### config.mk
export PLATFORM = sky130hd
export DESIGN_NAME = mux_2x1_rr_arbiter
export DESIGN_NICKNAME = d
export VERILOG_FILES = /design/src/rtl/mux_2x1_rr_arbiter.sv
export SDC_FILE = /design/constraint.sdc
export NUM_CORES = 1
export LEC_CHECK = 0
export CORE_AREA = 2 2 39 41
export DETAILED_ROUTE_END_ITERATION = 7
export DIE_AREA = 0 0 41 43
export PLACE_DENSITY = 0.7
export SYNTH_ARGS = -nofsm -noshare
export SYNTH_HDL_FRONTEND = slang
export SYNTH_SLANG_ARGS = --single-unit
### constraint.sdc
create_clock -name clk -period 1.2 [get_ports clk]
set_input_delay 0.12 -clock clk [delete_from_list [all_inputs] [get_ports clk]]
set_output_delay 0.12 -clock clk [all_outputs]
set_load 0.05 [all_outputs]
### src/rtl/mux_2x1_rr_arbiter.sv
// mux_2x1_rr_arbiter: round-robin owner of a shared 2:1 data mux with valid/ready output.
// Defining BURST_LIMIT_EN caps a contested grant at MAX_BURST beats.
module mux_2x1_rr_arbiter #(
  parameter int DATA_W    = 8,
  parameter int MAX_BURST = 4
) (
  input  logic              clk,
  input  logic              rst,
  input  logic              req0,
  input  logic [DATA_W-1:0] din0,
  output logic              gnt0,
  input  logic              req1,
  input  logic [DATA_W-1:0] din1,
  output logic              gnt1,
  input  logic              out_ready,
  output logic              out_valid,
  output logic [DATA_W-1:0] dout,
  output logic              sel,
  output logic              busy
);
  typedef enum logic [1:0] {IDLE, OWN0, OWN1} state_t;
  state_t state, state_n, other;
  logic last, last_n, own0, own1, req_x, req_o, gnt_x, limit;
  if (MAX_BURST < 1 || MAX_BURST > 255) begin : g_bad_burst
    $error("MAX_BURST out of range");
  end
  assign own0      = state == OWN0;
  assign own1      = state == OWN1;
  assign sel       = own1;
  assign dout      = sel ? din1 : din0;
  assign out_valid = (own0 & req0) | (own1 & req1);
  assign gnt0      = own0 & req0 & out_ready;
  assign gnt1      = own1 & req1 & out_ready;
  assign busy      = state != IDLE;
  assign req_x     = own1 ? req1 : req0;
  assign req_o     = own1 ? req0 : req1;
  assign gnt_x     = gnt0 | gnt1;
  assign other     = own1 ? OWN0 : OWN1;
`ifdef BURST_LIMIT_EN
  localparam logic [7:0] CNT_MAX = 8'(MAX_BURST - 1);
  logic [7:0] cnt, cnt_n;
  assign limit = gnt_x & req_o & (cnt == CNT_MAX);
  // Any change of state starts a fresh burst; a lone owner saturates instead of wrapping.
  assign cnt_n = (state_n != state) ? 8'd0 : (gnt_x && cnt != CNT_MAX) ? cnt + 8'd1 : cnt;
  always_ff @(posedge clk or posedge rst)
    if (rst) cnt <= 8'd0;
    else cnt <= cnt_n;
`else
  assign limit = 1'b0;
`endif
  always_comb begin
    state_n = state;
    last_n  = last;
    if (state == IDLE)
      state_n = (req0 & req1) ? (last ? OWN0 : OWN1) : req0 ? OWN0 : req1 ? OWN1 : IDLE;
    else if (!req_x || limit) begin
      last_n  = own1;
      state_n = req_o ? other : IDLE;
    end
  end
  always_ff @(posedge clk or posedge rst)
    if (rst) begin
      state <= IDLE;
      last  <= 1'b1;
    end else begin
      state <= state_n;
      last  <= last_n;
    end
endmodule
==> impl_metrics.yaml <==
grt:
  grt_use_met1: 0.1392
  grt_pass1_vias: 418
  grt.overflow.total: 0
  grt_start_max_net_pins: 8
  grt_pass1_wl_um: 1669
  met2_usage: 0.2250
  grtUsageMet3: 0.07853
  antenna_found_initial: 0
  busiest_layer: "met2"
  grt_use_total: 0.1368
floorplan:
  io_pins: 34
  design.die.area_um2: 1763
  initial_utilization: 0.2315
  rows: 14
  coreArea_um2: 1384
  die_w_um: 41
  die_h_um: 43
finish:
  multi_input_area_um2: 249.0
  nets: 98
  drive_gt1_frac: 0.5395
  nFillCells: 112
  seq_area_um2: 76.32
  num_antenna_cells: 0
  syn_to_final_growth_pct: 184.0
clocking:
  cts-root-buf: "clkbuf_4"
  cts_tree: "yes"
  hold_buffers: 0
  clock-sinks: 3
  cts_made_buffers: 3
  cts.path.max_buffers: 2
  worstSkewPairLatency_ps: 230
  clk_pin_slew_worst_paths_ps: 40
  h-tree-depth: 1
synthesis:
  synth_warnings: 0
  synth_fp_nets: 52
  syn_area_per_cell_um2: 10.33
  synth_area_um2: 320.3
  synth_seq_cells: 3
  synth_cells: 31
  seq_area_frac_synth: 0.2383
  yosysUniqueCellTypes: 19
power:
  leakage_uw: 0.0004150
  ir_drop_mv: 0.6940
  power_density_nw_per_um2: 1034
  power_uw: 940.5
sta:
  final_hold_viol_count: 0
  final_max_slew_viol_count: 0
  tightest_slew_ps: 181.2
  setup_viol: 13
  setup_ws_ps: -281.3
  fmax_mhz: 675.1
  rsz0062_at_grt: "yes"
  relSlewSlack: 0.8788
  min_period_ps: 1481
  finClkSkew_ps: 0.05239
  finalSetupTns_ps: -2767
  period_share: 1.234
place:
  io_buffers: 33
  dpl.hpwl_um: 989.9
  gp_congestion: 0.7140
routing:
  drc: 0
  wl_um: 1149
  detail_route.wl_per_cell_um: 12.49
  drt_iter0_markers: 2
  vias: 408
  ant_nets: 0
  drt_pre_antenna_iters: 2
  avgViaCountPerCell: 4.435
setup_path:
  cp-end-kind: "output pin"
  worst_setup_path_start_kind: "register"
  crit_required_ps: 1080
  crit_type: "reg -> out"
  crit_fanout: 4
  worstPathArrival_ps: 1360
status:
  outcome: "complete, but fails checks"
  violations: "negative setup slack"
flow_run:
  cap_viol_max_count: 0
min_path:
  hold_class: "in -> async"
[worst max-delay path: stages, from the launching register on]
cell,delay (ps)
dfrtp_1,390
nor2b_4,130
buf_4,150
mux2_4,310
buf_12,150
[layout make-up]
cell class | instances | share of cell area
timing repair buffer | 42 | 0.5791
multi-input combinational | 24 | 0.2737
sequential | 3 | 0.08391
clock buffer | 4 | 0.02889
tap | 16 | 0.02201
inverter | 3 | 0.01238
[worst paths after layout]
check | startpoint | to | slack, ps | cells past startpoint
max | state[0]$_DFFE_PP0P_ | dout[4] | -280 | 4
min | rst | state[1]$_DFFE_PP0P_ | 50 | 2
max reg2reg | state[1]$_DFFE_PP0P_ | state[1]$_DFFE_PP0P_ | 170 | 4
min reg2reg | last$_DFFE_PP1P_ | last$_DFFE_PP1P_ | 470 | 2
max in group asynchronous | rst | last$_DFFE_PP1P_ | 940 | 2
min in group clk | last$_DFFE_PP1P_ | last$_DFFE_PP1P_ | 470 | 2
[synthesized netlist by cell type]
library cell | instances | area, um2
mux2_4 | 8 | 120.1
inv_1 | 3 | 11.26
dfrtp_1 | 2 | 50.05
nand2_1 | 2 | 7.510
nor2_1 | 2 | 7.510
a21boi_0 | 1 | 7.510
a21oi_1 | 1 | 5.000
a2bb2oi_1 | 1 | 8.760
and3_2 | 1 | 7.510
buf_6 | 1 | 11.26
dfstp_2 | 1 | 26.28
nand2b_1 | 1 | 6.260
nand3b_1 | 1 | 7.510
nor2b_1 | 1 | 6.260
nor2b_2 | 1 | 8.760
o21ai_0 | 1 | 5.000
o31a_2 | 1 | 10.01
or2_2 | 1 | 6.260
or2b_1 | 1 | 7.510
[layout by cell type (no fill, tap or decap), types with 2 or more instances in the layout]
cell and instances:
dfrtp_1 2, nand2_1 2, buf_12 12, buf_4 7, inv_1 3, clkbuf_4 3
buf_6 3, mux2_4 8, clkdlybuf4s50_1 20
[cell families after synthesis]
kind of cell / share of synthesized area
AO/OA/AOI/OAI: 0.1133
multiplexers: 0.3750
AND/OR/NAND/NOR: 0.2032
buffers and inverters: 0.07031
flip-flops: 0.2383
[through the flow]
| stage | hold slack (ps) | instance area [um2] | instances | utilization | setup WS (ps) |
|---|---|---|---|---|---|
| after detailed placement | 293.1 | 820.8 | 84 | 0.5931 | -327.8 |
| after floorplan | -127.1 | 335.3 | 31 | - | -134.6 |
| after global routing | 75.81 | 909.6 | 92 | 0.6573 | -327.8 |
| final | 50.91 | 909.6 | 92 | 0.6573 | -281.3 |
| after global placement | 290.0 | 820.8 | 84 | 0.5931 | -308.8 |
| after CTS | 42.39 | 909.6 | 92 | 0.6573 | -295.9 |
[registers in the layout (all words and copies together) (netlist names)]
| signal | count |
|---|---|
| last | 1 |
| state | 2 |
[metal layers]
layer	wire length (um)	vias to the layer above
li1	-	198
met4	0	0
met3	265	0
met5	0	-
met1	383	176
met2	500	34
[power by group]
part	switching (uW)	total, uW	internal [uW]
Clock	50.4	175	124
Sequential	11.3	132	121
Combinational	283	633	351
Total	344	940	596
[what timing repair did]
action                                  in CTS  in global routing
buffers inserted                             4                  1
endpoints found under the setup margin      13                 13
pin swaps                                    1                  1
resized for setup                            7                  1
endpoints found under the hold margin        0                  0
Note: power is estimated with default switching activity, not from simulation.
